<file path="src/rtl/agrupate_mc_if.sv">
// Stream bundle for the result grouper: scalar results in, packed groups out.
// master drives results and downstream ready; slave is the grouper itself.
interface agrupate_mc_if #(
  parameter int GROUP_SIZE = 4,
  parameter int DATA_WIDTH = 16
);
  logic [DATA_WIDTH-1:0]            data_in;
  logic [GROUP_SIZE-1:0]            mask_in;
  logic                             valid_in;
  logic                             avail_out;
  logic [GROUP_SIZE*DATA_WIDTH-1:0] data_out;
  logic [GROUP_SIZE-1:0]            mask_out;
  logic                             valid_out;
  logic                             avail_in;

  modport master (
    output data_in, mask_in, valid_in, avail_in,
    input  avail_out, data_out, mask_out, valid_out
  );

  modport slave (
    input  data_in, mask_in, valid_in, avail_in,
    output avail_out, data_out, mask_out, valid_out
  );
endinterface

</file>
<file path="src/rtl/agrupate_mc.sv">
// Result grouper: buffers masked scalar results in a small FIFO, merges them
// into groups of active slots and emits each group through a holding register.
module agrupate_mc #(
  parameter int GROUP_SIZE     = 4,
  parameter int DATA_WIDTH     = 16,
  parameter int FIFO_DEPTH     = 4,
  parameter int LOG_FIFO_DEPTH = 2,
  parameter int LOG_MAX_GROUPS = 16
) (
  input  logic                      clk,
  input  logic                      rst,
  input  logic                      configure,
  input  logic [LOG_MAX_GROUPS-1:0] cfg_num_groups,
  input  logic [GROUP_SIZE-1:0]     cfg_active_mask,
  input  logic                      flush,
  agrupate_mc_if.slave              bus,
  output logic                      busy,
  output logic                      done,
  output logic                      overflow_err,
  output logic                      collision_err
);

  typedef enum logic [1:0] {S_IDLE, S_RUN, S_FLUSH, S_DONE} state_t;

  localparam logic [LOG_FIFO_DEPTH:0] DEPTH_C = (LOG_FIFO_DEPTH+1)'(FIFO_DEPTH);

  state_t state_q, state_d;

  logic [DATA_WIDTH-1:0]     fifo_data [FIFO_DEPTH];
  logic [GROUP_SIZE-1:0]     fifo_mask [FIFO_DEPTH];
  logic [LOG_FIFO_DEPTH-1:0] wr_ptr, rd_ptr;
  logic [LOG_FIFO_DEPTH:0]   count, free_cnt;
  logic                      full, empty, wr_en;

  logic [DATA_WIDTH-1:0]     acc [GROUP_SIZE];
  logic [DATA_WIDTH-1:0]     acc_d [GROUP_SIZE];
  logic [GROUP_SIZE-1:0]     filled, filled_d, active_mask, m, merge_mask, emit_mask;
  logic [LOG_MAX_GROUPS-1:0] grp_cnt;
  logic                      bounded, grp_left, out_free, pop, emit, coll_set;

  logic [GROUP_SIZE*DATA_WIDTH-1:0] group_d, group_p1;
  logic [GROUP_SIZE-1:0]            mask_p1;
  logic                             vld_p1;

  assign full     = (count == DEPTH_C);
  assign empty    = (count == '0);
  assign free_cnt = DEPTH_C - count;
  // Full is judged before any pop in the same cycle, so a write into a full FIFO drops.
  assign wr_en    = rst & ~configure & bus.valid_in & ~full;

  assign bus.avail_out = rst & (free_cnt >= (LOG_FIFO_DEPTH+1)'(2));
  assign bus.data_out  = group_p1;
  assign bus.mask_out  = mask_p1;
  assign bus.valid_out = vld_p1;
  assign busy          = (state_q == S_RUN) || (state_q == S_FLUSH);
  assign done          = (state_q == S_DONE);

  assign out_free   = ~vld_p1 | bus.avail_in;
  assign grp_left   = ~bounded | (grp_cnt != '0);
  assign m          = fifo_mask[rd_ptr] & active_mask;
  assign merge_mask = filled | m;

  always_ff @(posedge clk) begin
    if (!rst) state_q <= S_IDLE;
    else      state_q <= state_d;
  end

  always_comb begin
    state_d   = state_q;
    pop       = 1'b0;
    emit      = 1'b0;
    emit_mask = '0;
    coll_set  = 1'b0;
    filled_d  = filled;
    acc_d     = acc;
    case (state_q)
      S_RUN, S_FLUSH: begin
        if (!empty && out_free && grp_left) begin
          pop = 1'b1;
          for (int i = 0; i < GROUP_SIZE; i++)
            if (m[i]) acc_d[i] = fifo_data[rd_ptr];
          coll_set = |(filled & m);
          if (merge_mask == active_mask && active_mask != '0) begin
            emit      = 1'b1;
            emit_mask = active_mask;
            filled_d  = '0;
          end else begin
            filled_d  = merge_mask;
          end
        end else if (state_q == S_FLUSH && empty && out_free) begin
          if (filled != '0 && grp_left) begin
            emit      = 1'b1;
            emit_mask = filled;
            filled_d  = '0;
          end
          state_d = S_RUN;
        end
        if (state_q == S_RUN && flush) state_d = S_FLUSH;
        // Once the counter is exhausted no further emit can occur, so this transfer is the last.
        if (bounded && grp_cnt == '0 && vld_p1 && bus.avail_in) state_d = S_DONE;
      end
      default: ;
    endcase
    if (configure) begin
      state_d  = S_RUN;
      pop      = 1'b0;
      emit     = 1'b0;
      coll_set = 1'b0;
    end
  end

  always_comb begin
    group_d = '0;
    for (int i = 0; i < GROUP_SIZE; i++)
      group_d[i*DATA_WIDTH +: DATA_WIDTH] = emit_mask[i] ? acc_d[i] : '0;
  end

  always_ff @(posedge clk) begin
    if (wr_en) begin
      fifo_data[wr_ptr] <= bus.data_in;
      fifo_mask[wr_ptr] <= bus.mask_in;
    end
  end

  always_ff @(posedge clk) begin
    if (!rst) begin
      wr_ptr        <= '0;
      rd_ptr        <= '0;
      count         <= '0;
      filled        <= '0;
      active_mask   <= '0;
      grp_cnt       <= '0;
      bounded       <= 1'b0;
      overflow_err  <= 1'b0;
      collision_err <= 1'b0;
      vld_p1        <= 1'b0;
      group_p1      <= '0;
      mask_p1       <= '0;
      for (int i = 0; i < GROUP_SIZE; i++) acc[i] <= '0;
    end else if (configure) begin
      wr_ptr        <= '0;
      rd_ptr        <= '0;
      count         <= '0;
      filled        <= '0;
      active_mask   <= cfg_active_mask;
      grp_cnt       <= cfg_num_groups;
      bounded       <= (cfg_num_groups != '0);
      overflow_err  <= 1'b0;
      collision_err <= 1'b0;
      vld_p1        <= 1'b0;
      group_p1      <= '0;
      mask_p1       <= '0;
    end else begin
      if (wr_en) wr_ptr <= wr_ptr + 1'b1;
      if (pop)   rd_ptr <= rd_ptr + 1'b1;
      count  <= count + {{LOG_FIFO_DEPTH{1'b0}}, wr_en} - {{LOG_FIFO_DEPTH{1'b0}}, pop};
      filled <= filled_d;
      acc    <= acc_d;
      if (bus.valid_in && full) overflow_err  <= 1'b1;
      if (coll_set)             collision_err <= 1'b1;
      // Output stage: load a new group or retire the held one on transfer.
      if (emit) begin
        vld_p1   <= 1'b1;
        group_p1 <= group_d;
        mask_p1  <= emit_mask;
        if (bounded) grp_cnt <= grp_cnt - LOG_MAX_GROUPS'(1);
      end else if (bus.avail_in) begin
        vld_p1   <= 1'b0;
      end
    end
  end

endmodule
</file>
<file path="src/flat_wrapper.sv">
// flat-port wrapper written by rule: the top's interface ports become plain ports
module agrupate_mc_flat 
#(
  parameter int GROUP_SIZE     = 4,
  parameter int DATA_WIDTH     = 16,
  parameter int FIFO_DEPTH     = 4,
  parameter int LOG_FIFO_DEPTH = 2,
  parameter int LOG_MAX_GROUPS = 16
)
  (clk, rst, configure, cfg_num_groups, cfg_active_mask, flush, busy, done, overflow_err, collision_err, bus_data_in, bus_mask_in, bus_valid_in, bus_avail_in, bus_avail_out, bus_data_out, bus_mask_out, bus_valid_out);
  agrupate_mc_if #(.GROUP_SIZE(GROUP_SIZE), .DATA_WIDTH(DATA_WIDTH)) bus_i ();
  input  logic clk;
  input  logic rst;
  input  logic configure;
  input  logic [LOG_MAX_GROUPS-1:0] cfg_num_groups;
  input  logic [GROUP_SIZE-1:0] cfg_active_mask;
  input  logic flush;
  output logic busy;
  output logic done;
  output logic overflow_err;
  output logic collision_err;
  input wire logic [$bits(bus_i.data_in)-1:0] bus_data_in;
  input wire logic [$bits(bus_i.mask_in)-1:0] bus_mask_in;
  input wire logic [$bits(bus_i.valid_in)-1:0] bus_valid_in;
  input wire logic [$bits(bus_i.avail_in)-1:0] bus_avail_in;
  output wire logic [$bits(bus_i.avail_out)-1:0] bus_avail_out;
  output wire logic [$bits(bus_i.data_out)-1:0] bus_data_out;
  output wire logic [$bits(bus_i.mask_out)-1:0] bus_mask_out;
  output wire logic [$bits(bus_i.valid_out)-1:0] bus_valid_out;
  assign bus_i.data_in = bus_data_in;
  assign bus_i.mask_in = bus_mask_in;
  assign bus_i.valid_in = bus_valid_in;
  assign bus_i.avail_in = bus_avail_in;
  assign bus_avail_out = bus_i.avail_out;
  assign bus_data_out = bus_i.data_out;
  assign bus_mask_out = bus_i.mask_out;
  assign bus_valid_out = bus_i.valid_out;
  agrupate_mc #(.GROUP_SIZE(GROUP_SIZE), .DATA_WIDTH(DATA_WIDTH), .FIFO_DEPTH(FIFO_DEPTH), .LOG_FIFO_DEPTH(LOG_FIFO_DEPTH), .LOG_MAX_GROUPS(LOG_MAX_GROUPS)) u_core (.clk(clk), .rst(rst), .configure(configure), .cfg_num_groups(cfg_num_groups), .cfg_active_mask(cfg_active_mask), .flush(flush), .bus(bus_i), .busy(busy), .done(done), .overflow_err(overflow_err), .collision_err(collision_err));
endmodule
</file>
<file path="config.mk">
export PLATFORM = sky130hd
export DESIGN_NAME = agrupate_mc_flat
export DESIGN_NICKNAME = d
export VERILOG_FILES = /design/src/rtl/agrupate_mc_if.sv /design/src/rtl/agrupate_mc.sv /design/src/flat_wrapper.sv
export SDC_FILE = /design/constraint.sdc
export NUM_CORES = 1
export LEC_CHECK = 0
export BUFFER_PORTS_ARGS = -buffer_cell sky130_fd_sc_hd__clkbuf_2
export CAP_MARGIN = 20
export CORE_MARGIN = 5
export CORE_UTILIZATION = 60
export CTS_BUF_LIST = sky130_fd_sc_hd__clkbuf_2 sky130_fd_sc_hd__clkbuf_4 sky130_fd_sc_hd__clkbuf_8
export DETAILED_ROUTE_END_ITERATION = 16
export PLACE_DENSITY = 0.91
export SLEW_MARGIN = 20
export SYNTH_ARGS = -nofsm -noshare
export SYNTH_HDL_FRONTEND = slang
export SYNTH_SLANG_ARGS = --single-unit
</file>
<file path="constraint.sdc">
create_clock -name clk -period 3.1 [get_ports clk]
set_input_delay 0.62 -clock clk [delete_from_list [all_inputs] [get_ports clk]]
set_output_delay 0.62 -clock clk [all_outputs]
set_load 0.05 [all_outputs]
</file>
Yosys cells after proc, flatten, opt, wreduce, memory -nomap -nowiden
Memory sizes are Yosys's and may differ from the RTL's. A register that Yosys moved wholly into a read port is not among the register bits. Cells that the tools add are included.

Equal/unequal tests: 7. Bitwise gates (word level): 14. Add/sub/neg operators: 6. Multiplexer cells: 48. Reductions and logical operators: 34. $lt $le $gt $ge: 1.

Operators by type and width (count): 2-to-1 mux 16 bit (11); 2-to-1 mux 64 bit (2); 2-to-1 mux 4 bit (9); nonzero test 16 bit (2); 2-to-1 mux 1 bit (18); logical NOT 16 bit (1); 2-to-1 mux 2 bit (8); subtractor 16 x 1 -> 16 bit, second input constant (1); nonzero test 2 bit (6); nonzero test 4 bit (3); logical AND 1 bit (11); AND reduction 3 bit (3); AND 4 bit (2); inverter 1 bit (5); adder 2 x 1 -> 2 bit, second input constant (2); AND 1 bit (4); equality test 2 bit, second input constant (2); equality test 4 bit (1); != test 4 bit, second input constant (1); bitwise OR 4 bit (1); OR reduction 2 bit (2); OR reduction 4 bit (1); adder 3 x 1 -> 3 bit (1); equality test 3 bit, second input constant (1); 11 further kinds (12).

Bits in writable memories: 80. Output and inout bits: 74. Memories kept: 2. Input port bits: 46. Register bits: 169. Logic and storage cells: 130.

Memories: u_core.fifo_data (depth 4, width 16, read ports 1, clocked after Yosys merged registers in 1, write ports 1, RTL line agrupate_mc.sv:29) `logic [DATA_WIDTH-1:0] fifo_data [FIFO_DEPTH];`; u_core.fifo_mask (depth 4, width 4, read ports 1, clocked after Yosys merged registers in 1, write ports 1, RTL line agrupate_mc.sv:30) `logic [GROUP_SIZE-1:0] fifo_mask [FIFO_DEPTH];`.

Logic depth before layout (Yosys ltp)
Depth in word-level cells: 10. Gate-level depth with buffers: 11. Depth with buffers taken out: 11.

Least setup slack after synthesis
No wires, ideal clock.

Kind: input-to-output. From: in rst. To: out bus_avail_out. Buffers on the path: 2. Setup slack: 0.224 ns. Arrival: 2.256 ns. Data required time: 2.480 ns. Stages on the path: 3. Cell sequence: clkbuf_1 -> clkbuf_1 -> a21boi_0.

Cells in the longest elaborated chain, start to end: 1.

Ends and longest elaborated chain: start, declared (RTL line flat_wrapper.sv:13) `input logic rst;`; AND 1 bit (RTL line agrupate_mc.sv:51) `assign bus.avail_out = rst & (free_cnt >= (LOG_FIFO_DEPTH+1)'(2));`; end, declared (RTL line flat_wrapper.sv:26) `output wire logic [$bits(bus_i.avail_out)-1:0] bus_avail_out;`.

Every way passes these cells.

Final worst setup path
From: reg u_core.count[1]. To: reg u_core.count[2].

Cells in the longest elaborated chain, start to end: 8. Elaborated cells on any way between the ends: 12. Those cells by class: add/sub: 2; eq/ne: 1; mux: 3; bitwise: 2; reduce/logical: 4.

Ends and longest elaborated chain: start, declared (RTL line agrupate_mc.sv:32) `logic [LOG_FIFO_DEPTH:0] count, free_cnt;`; start signal, assigned (RTL line agrupate_mc.sv:156) `count <= count + {{LOG_FIFO_DEPTH{1'b0}}, wr_en} - {{LOG_FIFO_DEPTH{1'b0}}, pop};`; logical NOT 3 bit (RTL line agrupate_mc.sv:46) `assign empty = (count == '0);`; logical NOT 1 bit (RTL line agrupate_mc.sv:78) `if (!empty && out_free && grp_left) begin`; logical AND 1 bit (2 in a row) (RTL line agrupate_mc.sv:78); 2-to-1 mux 1 bit (RTL line agrupate_mc.sv:78); 2-to-1 mux 1 bit (RTL line agrupate_mc.sv:76) `case (state_q)`; 2-to-1 mux 1 bit (RTL line agrupate_mc.sv:104) `if (configure) begin`; via u_core.pop (RTL line agrupate_mc.sv:39) `logic bounded, grp_left, out_free, pop, emit, coll_set;`; subtractor 3 x 1 -> 3 bit (RTL line agrupate_mc.sv:156).

The timed path passes the listed nets, and every way through them passes these cells. A chain may end at the register's enable or synchronous reset.

==> metrics.yaml <==
status: "complete, no violations"
arrival_ns: 3.19
fin_crit_ns: 2.78
setup_violations: 0
async_flop_share_pct: 0
fin_skew_ns: 0.0283
fmax_ghz: 0.360
numPortBuffers: 119
drt_iter0_markers: 477
cts_sinks: 251
dr.pass1.iters: 6
max_slew_margin_pct: 58.2
avgSynthCellArea_um2: 12.6
avgRoutedWirePerCell_um: 19.3
cts_tree: "built"
hold_buffers: 0
synth.top_cell.area_share_pct: 32.2
ant_nets: 0
cts.clk_slew.worst_paths_ns: 0.06
synth_seq_cells: 251
ioPinCount: 120
ys_seq_area_share_pct: 54.8
path_buf_inv: 2
cts_resized: 0
required_ns: 3.51
die_h_um: 143
rsz0062_at_grt: "no"
grt_pass1_vias: 7335
rows: 48
grt_first_pass_wirelength_mm: 38.6
powerDensity_nw_per_um2: 536
synthCells: 846
drcViolationCount: 0
setup_tns_ns: 0
hold_violations: 0
overflow: 0
startpoint: "u_core.count[1]"
synthTopCellsByCount: "dfxtp_1, mux2i_1, edfxtp_1"
vias_per_cell: 5.86
ys_warn_count: 0
cap_violations: 0
area_delta_synth_final_pct: 15.5
yosys.area.top_type: "dfxtp_1"
diodes: 0
drive_above_1_share_pct: 25.5
detail_route.wirelength_mm: 23.9
final_nets: 1050
htreeDepth: 2
die_x_um: 143
yosysMostFrequentCell: "dfxtp_1"
hpwl_mm: 15.8
path_max_fanout: 5
worstSetupStartpointType: "flip-flop"
ir_drop_v: 0.000474
crit_type: "reg -> reg"
critPathMaxStageDelay_ns: 0.42
synth-edff-count: 80
cts_buffers: 41
finalPower_w: 0.00659
syn-cell-area_um2: 10600
globalRouteTotalUtil_pct: 23.6
floorplan.initialDensity_pct: 61.3
synthDistinctLibCells: 69
reg2reg_from: "u_core.count[1]"
synth_area_leaders: "dfxtp_1, edfxtp_1, mux2i_1, o2bb2ai_1, mux4_2"
insertion_delay_ns: 0.55
drv_slew: 0
synthFlopType: "dfxtp_1"
critPathSlowestCell: "fa_1"
ctsRootBufferMaster: "clkbuf_8"
antenna_found_initial: 0
cts_buffer_depth: 3
tightest_slew_ns: 0.627
cts_setup_buffers: 0
hp-class: "in -> reg"
num_vias: 7252
p_leak_nw: 4.69
critPathTopFamily: "adder cells"
cp-end-kind: "flip-flop"
place_congestion: 0.868
core_area_um2: 17400
crit_top_cell: "ha_1"
die_area_um2: 20500
grt_max_degree: 72
hold_path.startpoint: "bus_data_in[14]"
synth_nets: 908
path_cells: "inv_1 > ha_1 > ha_1 > or3_1 > a211oi_2 > ha_1 > inv_1 > ha_1 > fa_1 > xnor2_1 > nor2_1"
fin_crit_sh_pct: 89.6
[cells in the final DEF (no fill, tap or decap), drive strengths merged, types with 12 or more instances in the layout]
cell type	count
ha	15
nor2	28
a31oi	15
o2bb2ai	64
dfxtp	171
clkbuf	181
nor2b	72
mux2i	136
a21oi	19
nand2	17
o21ai	30
buf	30
edfxtp	80
mux4	20
inv	21
and2	16
or3	12
[cell families after synthesis]
| kind of cell | synth area share (%) |
|---|---|
| buf+inv | 3.31 |
| mux | 17.0 |
| compound gates | 11.8 |
| flops | 54.8 |
| xor+xnor | 0.412 |
| fa+ha+maj | 1.95 |
| simple gates | 10.8 |
[final timing paths]
kind,endpoint,slack [ns],cells past startpoint
worst max-delay path,u_core.count[2],0.32,11
worst min-delay path,u_core.fifo_data[1][14],0.29,1
worst max register to register,u_core.count[2],0.32,11
worst min register to register,u_core.bus.data_out[53],0.46,1
[layer usage]
layer	vias to the layer above	part of all wire, %	GRT usage, %
met5	-	0	0
met4	0	2.2	7.60
met3	41	6.7	5.56
met2	235	48	38.4
met1	3512	43	31.4
li1	3464	-	-
[sequential cells by signal, indices dropped and copies added, names as in the netlist, named ones only]
| register | cells |
|---|---|
| u_core.bus.data_out | 64 |
| u_core.overflow_err | 1 |
| u_core.fifo_mask | 16 |
| u_core.grp_cnt | 16 |
| u_core.collision_err | 1 |
| u_core.filled | 4 |
| u_core.bus.mask_out | 4 |
| u_core.rd_ptr | 2 |
| u_core.state_q | 2 |
| u_core.bounded | 1 |
| u_core.wr_ptr | 2 |
| u_core.active_mask | 4 |
| u_core.count | 3 |
| u_core.fifo_data | 64 |
| u_core.acc | 64 |
| u_core.bus.valid_out | 1 |
[power breakdown]
part | total (W) | internal, W | switching (W)
clock | 0.00285 | 0.00162 | 0.00123
combinational | 0.000291 | 0.000112 | 0.000180
sequential | 0.00345 | 0.00342 | 0.0000280
total | 0.00659 | 0.00515 | 0.00144
[area by class of cell]
type                            instances  area (µm²)
Clock buffer                           62         747
Clock inverter                          6        63.8
Fill cell                            1153        5070
Inverter                               19        71.3
Multi-Input combinational cell        526        4470
Sequential cell                       251        5830
Tap cell                              225         282
Timing Repair Buffer                  149         833
[stage by stage]
| stage | std cells | utilization [%] | area (µm²) | setup slack, ns | hold slack, ns |
|---|---|---|---|---|---|
| 2_1_floorplan | 846 | - | 10600 | 0.224 | 0.472 |
| 3_3_place_gp | 1170 | 66.1 | 11500 | 0.427 | 0.447 |
| 3_5_place_dp | 1170 | 66.1 | 11500 | 0.338 | 0.447 |
| 4_1_cts | 1238 | 70.8 | 12300 | 0.318 | 0.262 |
| 5_1_grt | 1238 | 70.8 | 12300 | 0.188 | 0.247 |
| 6_report | 1238 | 70.8 | 12300 | 0.322 | 0.286 |
Power figures use the tool's default switching activity.
